$ cat src/rtl/dmem_arbiter.sv
// Shared data memory with a two-port round-robin arbiter (core and host loader).
// One access per clock; read data returns one cycle after grant on the granted port.
module dmem_arbiter #(
    parameter int AW    = 4,
    parameter int DW    = 16,
    parameter int DEPTH = 16
) (
    input  logic          clk,
    input  logic          sys_rst,
    input  logic          cpu_req,
    input  logic          cpu_we,
    input  logic [AW-1:0] cpu_addr,
    input  logic [DW-1:0] cpu_wdata,
    output logic          cpu_gnt,
    output logic          cpu_rvalid,
    output logic [DW-1:0] cpu_rdata,
    input  logic          host_req,
    input  logic          host_we,
    input  logic [AW-1:0] host_addr,
    input  logic [DW-1:0] host_wdata,
    output logic          host_gnt,
    output logic          host_rvalid,
    output logic [DW-1:0] host_rdata,
    output logic [15:0]   conflict_cnt,
    output logic [0:0]    arb_state
);

    localparam logic [0:0] PREF_CPU  = 1'b0;
    localparam logic [0:0] PREF_HOST = 1'b1;
    localparam logic [AW:0] DEPTH_L  = (AW+1)'(DEPTH);

    logic [0:0]    state;
    logic [DW-1:0] mem [DEPTH];

    logic          acc_en;
    logic          acc_we;
    logic [AW-1:0] acc_addr;
    logic [DW-1:0] acc_wdata;
    logic          in_range;
    logic [DW-1:0] rd_word;

    assign arb_state = state;

    // Handshake: a port raises req with its command fields and must hold both
    // until gnt is seen high; the access happens at the rising edge ending that
    // gnt cycle. Reads answer with a one-cycle rvalid pulse in the next cycle.
    always_comb begin
        cpu_gnt  = 1'b0;
        host_gnt = 1'b0;
        if (!sys_rst) begin
            if (cpu_req && (!host_req || state == PREF_CPU))
                cpu_gnt = 1'b1;
            else if (host_req)
                host_gnt = 1'b1;
        end
    end

    always_comb begin
        acc_en    = cpu_gnt | host_gnt;
        acc_we    = cpu_gnt ? cpu_we    : host_we;
        acc_addr  = cpu_gnt ? cpu_addr  : host_addr;
        acc_wdata = cpu_gnt ? cpu_wdata : host_wdata;
        in_range  = {1'b0, acc_addr} < DEPTH_L;
        rd_word   = in_range ? mem[acc_addr] : '0;
    end

    // Memory contents deliberately survive reset so the host preload is kept.
    always_ff @(posedge clk) begin
        if (acc_en && acc_we && in_range)
            mem[acc_addr] <= acc_wdata;
    end

    always_ff @(posedge clk or posedge sys_rst) begin
        if (sys_rst) begin
            state        <= PREF_CPU;
            cpu_rvalid   <= 1'b0;
            cpu_rdata    <= '0;
            host_rvalid  <= 1'b0;
            host_rdata   <= '0;
            conflict_cnt <= '0;
        end else begin
            if (cpu_gnt)
                state <= PREF_HOST;
            else if (host_gnt)
                state <= PREF_CPU;

            cpu_rvalid  <= cpu_gnt && !cpu_we;
            host_rvalid <= host_gnt && !host_we;
            if (cpu_gnt && !cpu_we)
                cpu_rdata <= rd_word;
            if (host_gnt && !host_we)
                host_rdata <= rd_word;

            if (cpu_req && host_req && conflict_cnt != 16'hFFFF)
                conflict_cnt <= conflict_cnt + 16'd1;
        end
    end

endmodule

$ cat config.mk
export PLATFORM = sky130hd
export DESIGN_NAME = dmem_arbiter
export DESIGN_NICKNAME = d
export VERILOG_FILES = /design/src/rtl/dmem_arbiter.sv
export SDC_FILE = /design/constraint.sdc
export NUM_CORES = 1
export LEC_CHECK = 0
export ABC_AREA = 1
export CAP_MARGIN = 0
export CORE_MARGIN = 4
export CORE_UTILIZATION = 30
export CTS_CLUSTER_SIZE = 30
export DETAILED_ROUTE_END_ITERATION = 8
export GPL_TIMING_DRIVEN = 1
export PLACE_DENSITY_LB_ADDON = 0.25
export REMOVE_ABC_BUFFERS = 1
export SLEW_MARGIN = 25
export SYNTH_ARGS = -nofsm -noshare
export SYNTH_HDL_FRONTEND = slang
export SYNTH_SLANG_ARGS = --single-unit
$ cat constraint.sdc
create_clock -name clk -period 3 [get_ports clk]
set_clock_uncertainty 0.1 [all_clocks]
set_input_delay 0.3 -clock clk [delete_from_list [all_inputs] [get_ports clk]]
set_output_delay 0.3 -clock clk [all_outputs]
set_load 0.02 [all_outputs]
Yosys cells after proc, flatten, opt, wreduce, memory -nomap -nowiden --
Memory sizes are Yosys's and may differ from the RTL's. Cells that the tools add are included.
Word-level totals: bits in registers 51, RAM bits 256, input bits 46, output and inout port bits 53, logic and storage cells 34, memories kept 1
Memories:
- mem | depth 16, bits a word 16, rd ports 1, clocked after memory_dff 0, write ports 1, RTL line 33 | logic [DW-1:0] mem [DEPTH];
Operators by class: add/subtract/negate cells 1, equality and inequality tests 1, mux-type cells 12, bitwise operators 2, reductions and logical operators 11
Operators with widths (count):
- 16-bit by 1-bit adder with 16-bit output (second input constant) | 1
- 16-bit 2-to-1 mux | 1
- 16-bit inequality test (second input constant) | 1
- 1-bit 2-to-1 mux | 10
- 1-bit logical AND | 6
- 4-bit 2-to-1 mux | 1
- 1-bit logical NOT | 3
- 2-bit nonzero test | 1
- 1-bit logical OR | 1
- 1-bit inverter | 1
- 1-bit bitwise OR | 1

Depth between registers and ports, before layout --
word-level depth 9, depth in mapped cells 14, mapped depth without buffers 12

Worst setup path after synthesis --
Ideal clock, no wire load.
path type in2reg, start in sys_rst, end mem mem[4][0], enable pin, library setup time 0.388 ns, arrival time 2.644 ns, required time 2.512 ns, path slack -0.132 ns, stages on the path 10, path buffers 1, cell sequence inv_2 > nand3_4 > inv_2 > nand2_1 > nand2_2 > inv_2 > nor2_4 > buf_4 > inv_1 > nor2_1
On the way: longest elaborated chain between the ends 5, elaborated cells between the ends (all ways) 8, those cells by class mux: 6; bitwise: 1; reduce/logical: 1
RTL lines:
- start: declaration | RTL line 9 | input logic sys_rst,
- 1-bit 2-to-1 mux | RTL line 50 | if (!sys_rst) begin
- 1-bit bitwise OR or 1-bit 2-to-1 mux (tied branches) | RTL line 59, 60
- 1-bit logical AND | RTL line 69 | if (acc_en && acc_we && in_range)
- 1-bit 2-to-1 mux | RTL line 69
- 1-bit 2-to-1 mux (implied by the code) | RTL line 70 | mem[acc_addr] <= acc_wdata;
- end: declaration | RTL line 33
Parallel ways exist; a longest one is shown, timed or not.

Worst setup path after layout --
start reg state, in the netlist arb_state, end out cpu_gnt
On the way: longest elaborated chain between the ends 5
RTL lines:
- start: declaration | RTL line 32 | logic [0:0] state;
- start signal: assignment | RTL line 75 | state <= PREF_CPU;
- start signal: assignment | RTL line 83 | state <= PREF_HOST;
- start signal: assignment | RTL line 85 | state <= PREF_CPU;
- 1-bit inverter | RTL line 51 | if (cpu_req && (!host_req || state == PREF_CPU))
- 1-bit logical OR | RTL line 51
- 1-bit logical AND | RTL line 51
- 1-bit 2-to-1 mux | RTL line 51
- 1-bit 2-to-1 mux | RTL line 50
- end: declaration | RTL line 14 | output logic cpu_gnt,
No other way between the ends.

==> flow_results.org <==
** Run status
- Outcome :: finished clean

** Detailed routing
- Starting DRC count in detailed routing :: 736
- Via density per instance :: around 4.6
- The final layout contains routed wiring with a total length of approximately 37 mm.
- Post-detailed-route DRC marker count :: 0
- Routed wire length per instance :: 18.0 µm
- Number of nets with antenna violations after routing :: 0
- The pre-antenna-repair detailed-routing pass consisted of 5 iterations.
- The routed layout has 9650 vias.

** STA
- The max-slew violation total from the final report came to 0.
- Slew at the pin closest to its max-slew limit :: around 0.67 ns
- Setup slack on the critical path of the routed design comes to 0.322 ns.
- Unrepaired setup endpoints after global routing :: no
- Derived from the worst setup path, the maximum achievable clock frequency is 373 MHz.
- Dividing the final minimum period by the clock period gives 89.3%.
- Setup violations remaining at the end of the flow were counted as 0.
- Remaining max-slew budget at the tightest pin :: 55.3%
- Final worst path period need :: 2.68 ns
- Setup total negative slack on the finished layout was measured at 0 ns.
- Final hold viol count :: 0

** Worst setup path
- Crit-path max FO :: 12
- At the worst endpoint, the arrival time is 2.28 ns.
- Capture instance of the worst register-to-register path :: cpu_rdata[8]
- STA classifies the critical path startpoint as a register.
- Walking the worst path, the cells encountered are nand2_1 > nand3_4 > inv_2 > buf_4 > clkdlybuf4s50_1.
- Setup slack on the worst reg-to-reg path comes out at 0.55 ns.
- The largest individual stage delay along the critical path comes from the cell sky130_fd_sc_hd__clkdlybuf4s50_1.
- Longest individual stage delay on the worst path :: 0.62 ns
- Reg-to-Reg Start :: arb_state
- For the worst setup path, the data required time is 2.60 ns.
- Setup CP Type :: register to output port
- Worst Reg-to-Reg Cells :: 13
- Kind of capture point of the worst setup path :: output port

** Final layout
- Diode count :: 0
- Fillcell total :: 4334
- At the end of the flow, the number of nets in the layout was 1524.
- The sequential cells in the finished layout cover a total of 8960 µm².
- Commonest non-fill, non-tap cells in the layout :: sky130_fd_sc_hd__nand2_1 (706), sky130_fd_sc_hd__edfxtp_1 (256), sky130_fd_sc_hd__nand3_1 (123), sky130_fd_sc_hd__clkdlybuf4s50_1 (98), sky130_fd_sc_hd__buf_4 (63)
- Cells with a size suffix above 1 make up a little under a tenth of the layout.
- The multi-input combinational cells in the finished layout cover a total of 3890 µm².
- Relative to the synthesized area, the layout overhead comes to 23.4%.
- Commonest non-fill, non-tap cell in the layout :: sky130_fd_sc_hd__nand2_1

** Die
- The die is between 200 and 250 µm tall.
- During I/O placement, the number of pins put on the boundary was between 90 and 100.
- The die is 219 µm wide.
- Number of placement rows :: 76
- The core region is 43500 µm².
- Die outline area :: 47800 µm²
- Initial cell density of the core :: 30.6%

** Placed design
- Placed wire-length estimate after detailed placement :: between 20 and 25 mm
- Quantity of I/O buffers inserted on ports :: 98
- Routability-driven placement finished with a final weighted congestion of 0.836.
- Worst slack after detailed placement :: 0.0356 ns

** Logic synthesis
- Total of flip-flops plus latches after synthesis :: around 310
- Synth Warn # :: 0
- The synthesized netlist devotes 0.0940% of its cell area to adder and majority cells.
- Area share of and/or/nand/nor cells after synthesis :: 26.5%
- Averaged over all synthesized cells, the footprint is 9.95 µm².
- The synthesized design spends more area on one cell type than any other, namely sky130_fd_sc_hd__edfxtp_1.
- Sequential element share of the synthesized area :: 67.3%
- Synthesis instantiated 28 different standard cells from the library.
- Parity-gate share of the synthesized area counting xor and xnor cells :: 0.987%
- Of the post-synthesis cell area, the dominant cell type holds about 58%.
- Measured against the total synthesized area, the mux share comes to 0%.
- Summed instance area of the synthesized netlist :: 13300 µm²
- Number of cells produced by synthesis :: ~1300
- The synthesized netlist devotes 1.52% of its cell area to compound gates.
- Largest family of logic cells by synthesized area :: simple AND/OR/NAND/NOR gates
- After synthesis, the cell types taking the most area are sky130_fd_sc_hd__edfxtp_1 (58%), sky130_fd_sc_hd__nand2_1 (20%), sky130_fd_sc_hd__dfrtp_1 (9.6%).

** Global route
- The first global-routing pass estimated just under 60 mm of wire.
- The initial antenna violation count was 0.
- Via count of the first global-routing pass :: 9699
- Global routing used roughly 16% of the available tracks across all layers.
- Largest net degree at the start of global routing :: 65
- After global routing the overflow that remains totals 0.

** Clock tree
- Post-cts repair resize count :: 0
- Maximum level of the CTS H-tree :: 2
- For this design, the sink count on the clock tree is 307.
- TritonCTS built the clock tree.
- Root Buffer Master :: sky130_fd_sc_hd__clkbuf_16
- Cts bufs inserted :: 34
- In this run, post-CTS hold repair placed 0 buffers.
- Maximum buffer depth of the clock tree :: 3
- After clock tree synthesis, the clock-pin slew on the worst setup and hold paths is approximately 0.060 ns.
- For the worst-skew pair, the clock arrives at the later sink with an insertion delay of slightly above 0.5 ns.

** Flow run
- Max-cap viol count :: 0

** Min path
- The min-delay analysis places its worst path in the category input port to async pin.

** Power and ir drop
- Leakage component of the power :: 6.97 nW
- Worst VDD drop :: around 0.00030 V
- For this design the ratio of total power to cell area is 665 nW/µm².
## critical path, delay by kind of cell, from the launching register on
family                 cells  cell delay [ns]
buffers and inverters      3             1.03
and+or+nand+nor            2             0.35
DFF                        1             0.40
## sequential cells by signal (all words and copies together) (netlist names)
name and flops:
mem 256, conflict_cnt 16, cpu_rdata 16, host_rdata 16, arb_state 1, cpu_rvalid 1
host_rvalid 1
## per-layer routing
layer / track usage [%] / wire (µm)
met5: 0 / 0
met1: 21.4 / 16800
met2: 25.0 / 16900
met4: 3.50 / 673
met3: 3.89 / 3080
## synth_stat cells (all sizes together)
cell,instances
nand2,712
edfxtp,256
nand3,124
buf,51
dfrtp,51
o21ai,39
inv,31
nor2,31
clkbuf,14
xor2,12
nor3,5
nand4,4
xnor2,3
clkinv,1
ha,1
nor3b,1
nor4,1
## metrics by stage
stage / instance area, µm² / std cells / total power [mW] / hold WS [ns] / utilization [%]
floorplan: 13000 / 1272 / 5.95 / 0.290 / -
global placement: 15300 / 2022 / 6.86 / 0.366 / 35.2
detailed placement: 15300 / 2022 / 6.86 / 0.370 / 35.2
CTS: 16400 / 2082 / 11.0 / 0.155 / 37.7
global route: 16400 / 2086 / 11.4 / 0.219 / 37.8
finish: 16400 / 2086 / 10.9 / 0.164 / 37.8
## power by group
group / internal, mW / leakage [nW] / total, mW / switching, mW
Combinational: 0.632 / 3.46 / 1.72 / 1.09
Clock: 2.49 / 0.551 / 4.15 / 1.66
Sequential: 4.87 / 2.96 / 5.05 / 0.180
## logic make-up (layout without fill, tap and decap cells)
family          after synthesis  in the layout
simple gates                878            878
buf+inv                      97            261
flops                       307            307
fa+ha+maj                     1              1
compound gates               39             39
xor+xnor                     15             15
## how the worst max path moves through the flow
stage	start	endpoint	slack (ns)	depth (start not counted)
CTS	arb_state	cpu_gnt	0.11	5
detailed placement	host_req	mem[13][9]	0.04	11
global placement	cpu_req	mem[13][3]	0.07	10
floorplan	sys_rst	mem[5][0]	-2.61	5
finish	arb_state	cpu_gnt	0.32	5
global route	arb_state	cpu_gnt	0.22	5
## cell type report
cell class | instances | area share (%)
Sequential cell | 307 | 54.6
Inverter | 32 | 0.731
Clock buffer | 43 | 5.77
Clock inverter | 17 | 0.967
Timing Repair Buffer | 169 | 9.82
Multi-Input combinational cell | 933 | 23.7
Tap cell | 585 | 4.46
## timing repair
| action | 4_1_cts | 5_1_grt |
|---|---|---|
| setup buffers | 0 | 4 |
| endpoints found under the hold margin | 0 | 0 |
| endpoints found under the setup margin | 0 | 1 |
(Power assumes the default switching activity.)
